==> config.mk <==
export PLATFORM = sky130hd
export DESIGN_NAME = cnn_layer_accel_weight_sequencer
export DESIGN_NICKNAME = d
export VERILOG_FILES = /design/src/rtl/cnn_layer_accel_wht_seq_pkg.sv /design/src/rtl/cnn_layer_accel_wht_seq_table.sv /design/src/rtl/cnn_layer_accel_weight_sequencer.sv
export SDC_FILE = /design/constraint.sdc
export NUM_CORES = 1
export LEC_CHECK = 0
export ABC_AREA = 1
export ABC_CLOCK_PERIOD_IN_PS = 10500
export BUFFER_PORTS_ARGS = -buffer_cell sky130_fd_sc_hd__buf_2
export CAP_MARGIN = 20
export CORE_MARGIN = 2
export CORE_UTILIZATION = 35
export CTS_CLUSTER_DIAMETER = 40
export CTS_CLUSTER_SIZE = 25
export DETAILED_ROUTE_END_ITERATION = 8
export PLACE_DENSITY = 0.57
export RECOVER_POWER = 25
export SYNTH_ARGS = -nofsm -noshare
export SYNTH_HDL_FRONTEND = slang
export SYNTH_HIERARCHICAL = 1
export SYNTH_SLANG_ARGS = --single-unit
==> constraint.sdc <==
create_clock -name clk -period 10.5 [get_ports clk]
set_input_delay 3.15 -clock clk [delete_from_list [all_inputs] [get_ports clk]]
set_output_delay 3.15 -clock clk [all_outputs]
set_load 0.005 [all_outputs]
==> src/rtl/cnn_layer_accel_wht_seq_pkg.sv <==
// Shared types, default weight-sequence table and sequence-select helper.
package cnn_layer_accel_wht_seq_pkg;

   typedef enum logic {
      ST_IDLE = 1'b0,
      ST_RUN  = 1'b1
   } state_e;

   localparam int NUM_SEQ = 4;
   localparam int DEF_LEN = 5;

   // Default entries, indexed [seq][idx]; entry 0 is the rightmost nibble.
   localparam logic [3:0][4:0][3:0] DEF_TABLE = {
      {4'd5, 4'd4, 4'd3, 4'd1, 4'd0},   // seq3
      {4'd5, 4'd4, 4'd3, 4'd2, 4'd0},   // seq2
      {4'd8, 4'd7, 4'd6, 4'd1, 4'd0},   // seq1
      {4'd8, 4'd7, 4'd6, 4'd2, 4'd0}    // seq0
   };

   // Reset value of one table entry; entries past the default length are zero.
   function automatic logic [3:0] def_entry_f(input logic [1:0] seq, input int idx);
      logic [2:0] idx_s;
      idx_s = idx[2:0];
      if (idx < DEF_LEN) return DEF_TABLE[seq][idx_s];
      return 4'd0;
   endfunction

   // Sequence id from gray-code parity and selector; shared with the controller model.
   function automatic logic [1:0] seq_id_f(input logic [1:0] gray_code,
                                           input logic       sequence_selector);
      return {gray_code[1] ^ gray_code[0], ~sequence_selector};
   endfunction

endpackage

==> src/rtl/cnn_layer_accel_wht_seq_table.sv <==
// Four runtime-writable weight-address sequences with per-sequence lengths.
module cnn_layer_accel_wht_seq_table
   import cnn_layer_accel_wht_seq_pkg::*;
#(
   parameter int SEQ_DEPTH      = 8,
   parameter int WHT_ADDR_WIDTH = 4,
   parameter int IDX_W          = $clog2(SEQ_DEPTH),
   parameter int LEN_W          = $clog2(SEQ_DEPTH + 1)
) (
   input  logic                      clk,
   input  logic                      rst,
   input  logic                      wr_en,
   input  logic                      len_wr_en,
   input  logic [1:0]                wr_seq,
   input  logic [IDX_W-1:0]          wr_idx,
   input  logic [WHT_ADDR_WIDTH-1:0] wr_data,
   input  logic [LEN_W-1:0]          wr_len,
   input  logic [1:0]                rd_seq,
   input  logic [IDX_W-1:0]          rd_idx,
   output logic [WHT_ADDR_WIDTH-1:0] rd_data,
   output logic [LEN_W-1:0]          rd_len
);

   logic [WHT_ADDR_WIDTH-1:0] mem_q [NUM_SEQ][SEQ_DEPTH];
   logic [WHT_ADDR_WIDTH-1:0] mem_d [NUM_SEQ][SEQ_DEPTH];
   logic [LEN_W-1:0]          len_q [NUM_SEQ];
   logic [LEN_W-1:0]          len_d [NUM_SEQ];
   logic [LEN_W-1:0]          len_clamped;

   // Length 0 means a single entry; anything beyond the table depth saturates.
   always_comb begin
      len_clamped = wr_len;
      if (wr_len == '0)
         len_clamped = LEN_W'(1);
      else if (wr_len > LEN_W'(SEQ_DEPTH))
         len_clamped = LEN_W'(SEQ_DEPTH);
   end

   // Next table state: apply the (already IDLE-gated) write ports.
   always_comb begin
      mem_d = mem_q;
      len_d = len_q;
      if (wr_en && (int'(wr_idx) < SEQ_DEPTH))
         mem_d[wr_seq][wr_idx] = wr_data;
      if (len_wr_en)
         len_d[wr_seq] = len_clamped;
   end

   // Table registers with their power-on defaults.
   always_ff @(posedge clk or posedge rst) begin
      if (rst) begin
         for (int s = 0; s < NUM_SEQ; s++) begin
            len_q[s] <= LEN_W'(DEF_LEN);
            for (int i = 0; i < SEQ_DEPTH; i++)
               mem_q[s][i] <= WHT_ADDR_WIDTH'(def_entry_f(2'(s), i));
         end
      end else begin
         mem_q <= mem_d;
         len_q <= len_d;
      end
   end

   // Combinational read port; out-of-range indices read as zero.
   always_comb begin
      rd_data = '0;
      if (int'(rd_idx) < SEQ_DEPTH)
         rd_data = mem_q[rd_seq][rd_idx];
      rd_len = len_q[rd_seq];
   end

endmodule

==> src/rtl/cnn_layer_accel_weight_sequencer.sv <==
// Streams a selected, optionally repeated weight-address sequence over valid/ready.
module cnn_layer_accel_weight_sequencer
   import cnn_layer_accel_wht_seq_pkg::*;
#(
   parameter  int SEQ_DEPTH      = 8,
   parameter  int WHT_ADDR_WIDTH = 4,
   parameter  int REPEAT_WIDTH   = 8,
   localparam int IDX_W          = $clog2(SEQ_DEPTH),
   localparam int LEN_W          = $clog2(SEQ_DEPTH + 1)
) (
   input  logic                      clk,
   input  logic                      rst,
   input  logic                      cfg_wr_en,
   input  logic                      cfg_len_wr_en,
   input  logic [1:0]                cfg_seq_id,
   input  logic [IDX_W-1:0]          cfg_idx,
   input  logic [WHT_ADDR_WIDTH-1:0] cfg_data,
   input  logic [LEN_W-1:0]          cfg_len,
   input  logic                      start,
   input  logic                      abort,
   input  logic [1:0]                gray_code,
   input  logic                      sequence_selector,
   input  logic [REPEAT_WIDTH-1:0]   repeat_count,
   output logic [WHT_ADDR_WIDTH-1:0] wht_data_addr,
   output logic                      wht_data_valid,
   input  logic                      wht_data_ready,
   output logic                      wht_data_last,
   output logic                      busy,
   output logic                      done
);

   if (SEQ_DEPTH < 5) begin : g_depth_chk
      $error("SEQ_DEPTH must be at least 5");
   end
   if (WHT_ADDR_WIDTH < 4) begin : g_width_chk
      $error("WHT_ADDR_WIDTH must be at least 4");
   end

   state_e                    state_q, state_d;
   logic [1:0]                seq_q, seq_d;
   logic [LEN_W-1:0]          len_q, len_d;
   logic [REPEAT_WIDTH-1:0]   rep_q, rep_d;
   logic [IDX_W-1:0]          idx_q, idx_d;
   logic [REPEAT_WIDTH-1:0]   pass_q, pass_d;
   logic [WHT_ADDR_WIDTH-1:0] addr_q, addr_d;
   logic                      valid_q, valid_d;
   logic                      done_q, done_d;

   logic                      cfg_any, start_ok, hs, at_end_idx, at_end_pass;
   logic [1:0]                rd_seq;
   logic [IDX_W-1:0]          rd_idx;
   logic [WHT_ADDR_WIDTH-1:0] rd_data;
   logic [LEN_W-1:0]          rd_len;

   // Configuration is only honoured while idle so a running stream never changes.
   cnn_layer_accel_wht_seq_table #(
      .SEQ_DEPTH      (SEQ_DEPTH),
      .WHT_ADDR_WIDTH (WHT_ADDR_WIDTH),
      .IDX_W          (IDX_W),
      .LEN_W          (LEN_W)
   ) u_table (
      .clk       (clk),
      .rst       (rst),
      .wr_en     (cfg_wr_en && (state_q == ST_IDLE)),
      .len_wr_en (cfg_len_wr_en && (state_q == ST_IDLE)),
      .wr_seq    (cfg_seq_id),
      .wr_idx    (cfg_idx),
      .wr_data   (cfg_data),
      .wr_len    (cfg_len),
      .rd_seq    (rd_seq),
      .rd_idx    (rd_idx),
      .rd_data   (rd_data),
      .rd_len    (rd_len)
   );

   // Event decode and table read pointer for the entry to be loaded next.
   always_comb begin
      cfg_any     = cfg_wr_en || cfg_len_wr_en;
      start_ok    = (state_q == ST_IDLE) && start && !cfg_any;
      hs          = (state_q == ST_RUN) && !abort && valid_q && wht_data_ready;
      at_end_idx  = (LEN_W'(idx_q) == (len_q - LEN_W'(1)));
      at_end_pass = (pass_q == (rep_q - REPEAT_WIDTH'(1)));
      rd_seq      = start_ok ? seq_id_f(gray_code, sequence_selector) : seq_q;
      rd_idx      = (start_ok || at_end_idx) ? '0 : (idx_q + IDX_W'(1));
   end

   // FSM next state, counters and output register contents.
   always_comb begin
      state_d = state_q;
      seq_d   = seq_q;
      len_d   = len_q;
      rep_d   = rep_q;
      idx_d   = idx_q;
      pass_d  = pass_q;
      addr_d  = addr_q;
      valid_d = valid_q;
      done_d  = 1'b0;
      case (state_q)
         ST_IDLE: begin
            if (start_ok) begin
               state_d = ST_RUN;
               seq_d   = rd_seq;
               len_d   = rd_len;
               rep_d   = (repeat_count == '0) ? REPEAT_WIDTH'(1) : repeat_count;
               idx_d   = '0;
               pass_d  = '0;
               addr_d  = rd_data;
               valid_d = 1'b1;
            end
         end
         ST_RUN: begin
            if (abort) begin
               state_d = ST_IDLE;
               valid_d = 1'b0;
            end else if (hs) begin
               if (!at_end_idx) begin
                  idx_d  = rd_idx;
                  addr_d = rd_data;
               end else if (!at_end_pass) begin
                  idx_d  = '0;
                  pass_d = pass_q + REPEAT_WIDTH'(1);
                  addr_d = rd_data;
               end else begin
                  state_d = ST_IDLE;
                  valid_d = 1'b0;
                  done_d  = 1'b1;
               end
            end
         end
         default: state_d = ST_IDLE;
      endcase
   end

   // State and output registers.
   always_ff @(posedge clk or posedge rst) begin
      if (rst) begin
         state_q <= ST_IDLE;
         seq_q   <= '0;
         len_q   <= LEN_W'(1);
         rep_q   <= REPEAT_WIDTH'(1);
         idx_q   <= '0;
         pass_q  <= '0;
         addr_q  <= '0;
         valid_q <= 1'b0;
         done_q  <= 1'b0;
      end else begin
         state_q <= state_d;
         seq_q   <= seq_d;
         len_q   <= len_d;
         rep_q   <= rep_d;
         idx_q   <= idx_d;
         pass_q  <= pass_d;
         addr_q  <= addr_d;
         valid_q <= valid_d;
         done_q  <= done_d;
      end
   end

   assign wht_data_addr  = addr_q;
   assign wht_data_valid = valid_q;
   assign wht_data_last  = valid_q && at_end_idx && at_end_pass;
   assign busy           = (state_q == ST_RUN);
   assign done           = done_q;

endmodule

=== Word level (Yosys, flattened, before mapping) ===
Cells that the tools add are included.

* Equality and inequality tests: 11
* Mux-type cells: 57
* Magnitude comparators: 7
* Bitwise gates (word level): 7
* Add/subtract/negate cells: 4
* Reductions and logical operators: 21

{| class="wikitable"
|+ Operators with widths
! kind !! number
|-
| 128-bit bitwise mux || 1
|-
| 32-bit two-way mux || 3
|-
| 32-bit binary-select mux with 2-bit select || 1
|-
| 32-bit demux with 2-bit select || 1
|-
| 4-bit two-way mux || 13
|-
| 8-bit two-way mux || 6
|-
| 3-bit two-way mux || 6
|-
| 16-bit bitwise mux || 1
|-
| 8-bit one-hot mux with 2 select lines || 1
|-
| 1-bit two-way mux || 15
|-
| 4-bit binary-select mux with 3-bit select || 1
|-
| 4-bit demux with 3-bit select || 1
|-
| 1-bit logical AND || 11
|-
| 3-bit by 2-bit != test with 1-bit output (second input constant) || 3
|-
| 8-bit by 1-bit adder with 8-bit output (second input constant) || 1
|-
| 4-bit binary-select mux with 2-bit select || 1
|-
| 4-bit demux with 2-bit select || 1
|-
| 8-bit == test || 1
|-
| 4-bit >= comparator (second input constant) || 2
|-
| 8-bit logical NOT || 1
|-
| 3-bit NOT with 4-bit output || 2
|-
| 4-bit one-hot mux with 2 select lines || 1
|-
| 4-bit AND reduction || 2
|-
| 8-bit by 1-bit subtractor with 8-bit output (second input constant) || 1
|-
| 21 further kinds || 30
|}

* Bits of input ports: 31
* Register bits after elaboration: 176
* Output and inout port bits: 8
* Word-level logic and storage cells: 152

=== Logic depth before layout (Yosys ltp) ===
Gate-level depths: netlist (run 1).

* Depth after elaboration: 16
* Mapped depth: 19

=== Hierarchy ===
The synthesis (run 1) kept the hierarchy.

{| class="wikitable"
|+ Modules (own cells, without submodules)
! module !! cells an instance !! sequential area each (um^2) !! area each (um^2) !! instances
|-
| cnn_layer_accel_wht_seq_table || 851 || 3646.0 || 6734.0 || 1
|-
| cnn_layer_accel_weight_sequencer || 253 || 803.3 || 1939.4 || 1
|}

=== Least setup slack after synthesis (run 1) ===
OpenSTA, ideal clock, no wires.

* Kind: input to register
* From: input port cfg_wr_en
* To: register addr_q[1] (netlist: wht_data_addr[1])
* Path slack: 5.657 ns
* Setup time: 0.116 ns
* Cell stages on the path: 16
* Required time: 10.384 ns
* Arrival time: 4.727 ns
* Cells stage by stage: inv_1 nand4_2 clkbuf_1 nand2_1 o21ai_0 buf_2 clkbuf_1 nand3_1 nand3_1 nand2_1 nand2_1 nand2_1 nand2_1 nand2_1 nand3_1 nand2_1

* Word-level cells in the longest chain between the ends: 16

{| class="wikitable"
|+ Ends and longest elaborated chain
! item !! RTL line !! RTL
|-
| start, declared || cnn_layer_accel_weight_sequencer.sv:13 || <nowiki>input logic cfg_wr_en,</nowiki>
|-
| 1-bit logical OR * || cnn_layer_accel_weight_sequencer.sv:78 || <nowiki>cfg_any = cfg_wr_en || cfg_len_wr_en;</nowiki>
|-
| 1-bit logical NOT * || cnn_layer_accel_weight_sequencer.sv:79 || <nowiki>start_ok = (state_q == ST_IDLE) && start && !cfg_any;</nowiki>
|-
| 1-bit logical AND * || cnn_layer_accel_weight_sequencer.sv:79 ||
|-
| 2-bit two-way mux * || cnn_layer_accel_weight_sequencer.sv:83 || <nowiki>rd_seq = start_ok ? seq_id_f(gray_code, sequence_selector) : seq_q;</nowiki>
|-
| via rd_seq[1] || cnn_layer_accel_weight_sequencer.sv:50 || <nowiki>logic [1:0] rd_seq;</nowiki>
|-
| 2-bit NOT with 3-bit output (not written as such) * || cnn_layer_accel_wht_seq_table.sv:67 || <nowiki>rd_data = mem_q[rd_seq][rd_idx];</nowiki>
|-
| 32-bit binary-select mux with 2-bit select * || cnn_layer_accel_wht_seq_table.sv:67 ||
|-
| 32-bit two-way mux (not written as such) * (2 in series) || cnn_layer_accel_wht_seq_table.sv:67 ||
|-
| 4-bit binary-select mux with 3-bit select * || cnn_layer_accel_wht_seq_table.sv:67 ||
|-
| 4-bit two-way mux (not written as such) * (2 in series) || cnn_layer_accel_wht_seq_table.sv:67 ||
|-
| 4-bit two-way mux || cnn_layer_accel_weight_sequencer.sv:119 || <nowiki>end else if (!at_end_pass) begin</nowiki>
|-
| 4-bit two-way mux || cnn_layer_accel_weight_sequencer.sv:116 || <nowiki>if (!at_end_idx) begin</nowiki>
|-
| 4-bit two-way mux || cnn_layer_accel_weight_sequencer.sv:115 || <nowiki>end else if (hs) begin</nowiki>
|-
| 4-bit two-way mux || cnn_layer_accel_weight_sequencer.sv:112 || <nowiki>if (abort) begin</nowiki>
|-
| 4-bit one-hot mux with 2 select lines * || cnn_layer_accel_weight_sequencer.sv:98 || <nowiki>case (state_q)</nowiki>
|-
| via addr_d[1] || cnn_layer_accel_weight_sequencer.sv:45 || <nowiki>logic [WHT_ADDR_WIDTH-1:0] addr_q, addr_d;</nowiki>
|-
| end signal, assigned || cnn_layer_accel_weight_sequencer.sv:153 || <nowiki>addr_q <= addr_d;</nowiki>
|-
| end, declared || cnn_layer_accel_weight_sequencer.sv:45 ||
|}

The timed path passes the listed nets; every way through them passes the cells marked *. The select of a mux whose other input is x is not followed.
A chain may end at the register's enable or synchronous reset.

=== Worst setup path in the final report (run 1) ===
Ends and elaborated chain as after synthesis.

==> results.toml, run 1 <==
[clock_network]
numCtsBuffers = 17
cts_tree = "yes"
post-cts-setup-buffers = 0
clk_latency_ps = 440
holdBufCountCts = 0
cts_resized = 0
cts_sinks = 176
h-tree-depth = 4
cts-root-buf = "clkbuf_16"
clock_tree.buffer_depth = 2
path_clk_slew_ps = 70

[sta]
fin_crit_sh_pct = 56.2
tightest_slew_ps = 3480
drv_slew = 110
min_period_ps = 5900
max_slew_margin_pct = -133
hold_ws_ps = 485
setup_tns_ps = 0
setup-violations-final = 0
clock_skew_ps = 8.20
rsz0062_at_grt = "no"
max_freq_mhz = 169
fin_ws_ps = 4600
finalHoldViolCount = 0

[die]
rows = 57
ios = 39
die_h_um = 161
fp.dieW_um = 161
start_util_pct = 35.7
design.die.area_um2 = 26100
coreArea_um2 = 24300

[grt]
antenna_found_initial = 0
grt_pass1_wl_um = 37400
track_usage_pct = 18.3
grt_pass1_vias = 6973
grt_max_degree = 77
grt.overflow.total = 0

[place]
port_buffers = 38
place_ws_ps = 4190
dp_hpwl_um = 14800
place_congestion = 0.780
dp.cells = 1433

[worst_setup_path]
path_class = "input port to flip-flop"
worst_setup_path_start_kind = "input port"
cp.required_ps = 10880
critPathMaxFanout = 73
worstSetupEndpointType = "flip-flop"
arrival_ps = 6280

[synthesis]
syn_area_um2 = 8670
synth-async-reset-ratio_pct = 100
yosysSeqAreaShare_pct = 51.3
synth.net_count = 1139
synth_flop_cell = "dfrtp_1"
ys_seq_elements = 176
synth_warnings = 6
synth_cell_types = 33
syn_area_per_cell_um2 = 7.86
syn_inst = 1104
synth_edf_count = 0

[status]
violations = "capacitance limit, slew limit"
status = "complete, but fails checks"

[power_and_ir_drop]
peakVddDrop_uv = 89.3
p_leak_uw = 0.00451
power_density_nw_per_um2 = 222
total_power_uw = 2170

[cells_and_area]
drive_above_1_share_pct = 12.9
n_antenna_cell = 0
fillers = 2510
final_cells = 1465
nNetsFinal = 1163
layout-area-overhead-vs-synth_pct = 12.8

[routing]
dr.pass1.iters = 5
vias = 7226
viasPerCell = 4.93
drc_errors = 0
drtIter0Drc = 662
final_antenna_net_count = 0
route.final.wire_length_um = 22700
wl_per_cell_um = 15.5

[worst_hold_path]
min_path_type = "flip-flop to flip-flop"

[flow_run]
cap_violations = 2
-- layout make-up --
type / instances / area (um2) / area share [%]
Sequential cell: 176 / 4450 / 45.5
Multi-Input combinational cell: 830 / 3840 / 39.3
Clock buffer: 19 / 443 / 4.53
Tap cell: 324 / 405 / 4.14
Timing Repair Buffer: 48 / 280 / 2.87
Inverter: 55 / 208 / 2.12
Clock inverter: 13 / 154 / 1.57
-- stage by stage --
stage,utilization [%],instance area [um2]
4_1_cts,40.3,9790
5_1_grt,40.2,9780
2_1_floorplan,-,8670
3_3_place_gp,37.7,9170
6_report,40.2,9780
3_5_place_dp,37.8,9190
-- routing by layer --
metal / part of all wire, % / wire (um) / track usage (%)
met1: 49 / 11100 / 26.0
met2: 45 / 10100 / 28.5
met3: 5.2 / 1180 / 3.47
met4: 1.4 / 322 / 5.07
met5: 0 / 0 / 0
-- worst paths after layout --
| path | depth (start not counted) | slack [ps] | to | startpoint |
|---|---|---|---|---|
| setup / recovery | 18 | 4600 | wht_data_addr[1] | cfg_wr_en |
| hold / removal | 2 | 480 | u_table/mem_q[30] | u_table/mem_q[30] |
| setup reg to reg | 17 | 6630 | wht_data_addr[1] | busy |
| hold reg to reg | 2 | 480 | u_table/mem_q[30] | u_table/mem_q[30] |
| max in group asynchronous | 3 | 4770 | u_table/mem_q[108] | rst |
| min in group asynchronous | 3 | 3330 | pass_q[3] | rst |
-- cell usage in the layout, fill, tap and decap left out, drive strengths merged --
master    count
clkbuf       21
ha            4
o22ai         4
dfstp        36
clkinv        3
o31ai         2
nor3          9
a22oi         1
inv          58
a21oi        32
nand2       408
nor2         88
bufinv        2
o21a          2
nand3       114
clkinvlp      5
dfrtp       140
xnor2        10
buf          46
xor2         10
nor3b         1
nor4          1
o21ai       130
a41oi         1
nand4        13
-- critical path, cell delays in order --
cell and delay [ps]:
buf_2 100, inv_1 70, nand4_2 490, nand2_1 320, o21ai_4 80, buf_4 370, inv_2 110, buf_4 590
nand2_1 120, nand3_1 150, nand3_1 110, nand2_1 120, nand2_1 80, nand2_1 70, nand2_1 50, nand2_1 80
nand3_1 70, nand2_1 80
-- synth_stat cells (4+ instances only) --
cell type  number  area [um2]
dfstp_2        36         946
xnor2_1        10        87.6
o22ai_1         4        25.0
buf_2          18        90.1
ha_1            4        50.1
xor2_1         10        87.6
nand2_1       406        1520
nor2_1         76         285
clkbuf_1       22        82.6
nand4_1        11        68.8
nor2_4         11         124
a21oi_1        32         160
inv_2          12        45.0
o21ai_0       130         651
nor3_1          8        40.0
inv_1          43         161
dfrtp_1       140        3500
nand3_1       112         561
-- logic make-up after synthesis --
logic type	after synthesis	share of synthesized area [%]
and+or+nand+nor	634	31.3
adders and majority gates	4	0.577
buffers and inverters	98	4.59
AOI/OAI and AO/OA	172	10.2
DFF	176	51.3
xor gates and xnor gates	20	2.02
-- registers in the layout, indices dropped and copies added (netlist names) --
register        cells
u_table/mem_q     128
busy                1
wht_data_addr       4
idx_q               3
rep_q               8
pass_q              8
u_table/len_q      16
done                1
seq_q               2
len_q               4
wht_data_valid      1
-- report_power, final --
group / internal [uW] / leakage (uW) / switching [uW]
clock: 362 / 0.000279 / 288
sequential: 835 / 0.00218 / 94.6
combinational: 203 / 0.00205 / 391
total: 1400 / 0.00451 / 774
No activity file was read; power rests on OpenSTA's default activity.
==> run 2, diff against run 1 <==
--- a/config.mk
+++ b/config.mk
@@ -6,7 +6,7 @@
 export NUM_CORES = 1
 export LEC_CHECK = 0
 export ABC_AREA = 1
-export ABC_CLOCK_PERIOD_IN_PS = 10500
+export ABC_CLOCK_PERIOD_IN_PS = 5100
 export BUFFER_PORTS_ARGS = -buffer_cell sky130_fd_sc_hd__buf_2
 export CAP_MARGIN = 20
 export CORE_MARGIN = 2
@@ -14,7 +14,7 @@
 export CTS_CLUSTER_DIAMETER = 40
 export CTS_CLUSTER_SIZE = 25
 export DETAILED_ROUTE_END_ITERATION = 8
-export PLACE_DENSITY = 0.57
+export PLACE_DENSITY = 0.59
 export RECOVER_POWER = 25
 export SYNTH_ARGS = -nofsm -noshare
 export SYNTH_HDL_FRONTEND = slang
==> constraint.sdc (replaced) <==
create_clock -name clk -period 5.1 [get_ports clk]
set_input_delay 1.53 -clock clk [delete_from_list [all_inputs] [get_ports clk]]
set_output_delay 1.53 -clock clk [all_outputs]
set_load 0.005 [all_outputs]
==> results.toml, run 2 (synthesis results as in run 1) <==
[status]
status = "complete, but fails checks"
violations = "capacitance limit, slew limit"

[power_and_ir_drop]
peakVddDrop_uv = 193
p_leak_uw = 0.00455
power_density_nw_per_um2 = 464

[worst_setup_path]
rr_endpoint = "wht_data_addr[1]"
cp_top_family = "simple AND/OR/NAND/NOR gates"
r2r_start = "busy"
critPathMaxFanout = 4
crit_start = "rep_q[0]"
path_cells = "inv_2 -> ha_1 -> xor2_1 -> nand2_1 -> nor2_1 -> nand2_1 -> nor2_1 -> nand2_1 -> nor2_1 -> buf_2"
critPathCapture = "wht_data_last"
worst-path-buf-inv = 2
crit_slowest_cell = "dfstp_2"
r2r_cells = 16
ff2ff_setup_slack_ps = 1520
cp_num_cells = 10
cp.required_ps = 3570
path_class = "flip-flop to primary output"
worst_setup_path_start_kind = "flip-flop"
worstSetupEndpointType = "primary output"
arrival_ps = 2590
cp_slowest_stage_delay_ps = 580

[grt]
grt_max_degree = 80
grt.overflow.total = 0
track_usage_pct = 18.4
grt_pass1_vias = 7141
grt_pass1_wl_um = 38100
antenna_found_initial = 0

[cells_and_area]
final_cells = 1468
top_regs = "u_table/mem_q: 128 flops, u_table/len_q: 16 flops"
layout-area-overhead-vs-synth_pct = 13.4
drive_above_1_share_pct = 12.8
post-route-util_pct = 40.4
nNetsFinal = 1166
mostFrequentLayoutCell = "nand2_1"
largest_reg_flops = 128
multi_input_area_um2 = 3830
final_cell_mix = "406 x nand2_1, 140 x dfrtp_1, 128 x o21ai_0, 112 x nand3_1, 77 x nor2_1"
top_register = "u_table/mem_q"
n_antenna_cell = 0
seq_area_um2 = 4450
fillers = 2505

[routing]
viasPerCell = 5.05
dr.pass1.iters = 5
final_antenna_net_count = 0
vias = 7415
drtIter0Drc = 635
drc_errors = 0
wl_per_cell_um = 15.7
route.final.wire_length_um = 23100

[place]
dp.cells = 1436
dp_hpwl_um = 15300
place_congestion = 0.857
port_buffers = 38

[sta]
max_slew_margin_pct = -26.5
finalHoldViolCount = 0
min_period_ps = 4120
setup-violations-final = 0
setup_tns_ps = 0
drv_slew = 66
clock_skew_ps = 14.0
tightest_slew_ps = 1900
rsz0062_at_grt = "no"
max_freq_mhz = 243
fin_crit_sh_pct = 80.8

[clock_network]
path_clk_slew_ps = 70
cts_sinks = 176
post-cts-setup-buffers = 0
clock_tree.buffer_depth = 2
clk_latency_ps = 430
holdBufCountCts = 0
h-tree-depth = 4
cts_tree = "yes"
cts_resized = 0
numCtsBuffers = 17
cts-root-buf = "clkbuf_16"

[flow_run]
cap_violations = 2

[die]
ios = 39
die_h_um = 161
coreArea_um2 = 24300
fp.dieW_um = 161
rows = 57
design.die.area_um2 = 26100
start_util_pct = 35.7

[worst_hold_path]
min_path_type = "flip-flop to flip-flop"
run 2: changes by cell type in the layout (fill, tap and decap cells not counted), sizes merged:
cell,previous run,this run
clkinv,3,4
bufinv,2,4
inv,58,54
clkbuf,21,26
buf,46,48
clkinvlp,5,2
run 2: layout make-up:
cell class                 instances  area share (%)
tap                              324            4.12
sequential                       176            45.2
inverter                          55            2.11
clock inverter                     9            1.58
timing repair buffer              51            3.09
multi-input combinational        830            38.9
clock buffer                      23            4.96
run 2: how the worst min path moves through the flow:
stage,slack (ps),depth (start not counted),from,to
after global routing,500,2,u_table/mem_q[46],u_table/mem_q[46]
after CTS,490,2,u_table/mem_q[2],u_table/mem_q[2]
final,480,2,u_table/mem_q[2],u_table/mem_q[2]
after floorplan,440,2,seq_q[0],seq_q[0]
after detailed placement,470,2,u_table/mem_q[2],u_table/mem_q[2]
after global placement,470,2,u_table/mem_q[87],u_table/mem_q[87]
run 2: metrics by stage:
step | total power (uW) | worst slack [ps] | hold WS [ps] | area (um2)
after detailed placement | 3170 | 1290 | 473 | 9220
final | 4570 | 980 | 485 | 9840
after CTS | 4610 | 1230 | 488 | 9860
after global placement | 3150 | 1310 | 466 | 9220
after floorplan | 2800 | 1790 | 443 | 8680
after global routing | 4870 | 756 | 501 | 9840
run 2: power breakdown:
part	internal [uW]	switching [uW]	leakage, uW
clock network	874	547	0.000313
registers	1720	190	0.00218
logic	430	808	0.00206
run 2: metal layers:
layer  share of wire, %  track usage, %  wire (um)
met3                4.2            3.88        982
met4                1.4            4.75        321
met2                 46            28.5      10600
met1                 48            26.4      11200
met5                  0               0          0
run 2: tightest hold or removal path, cell delays in order (launching register included):
cell and delay, ps:
dfrtp_1 340, nand2_1 50, o21ai_0 60
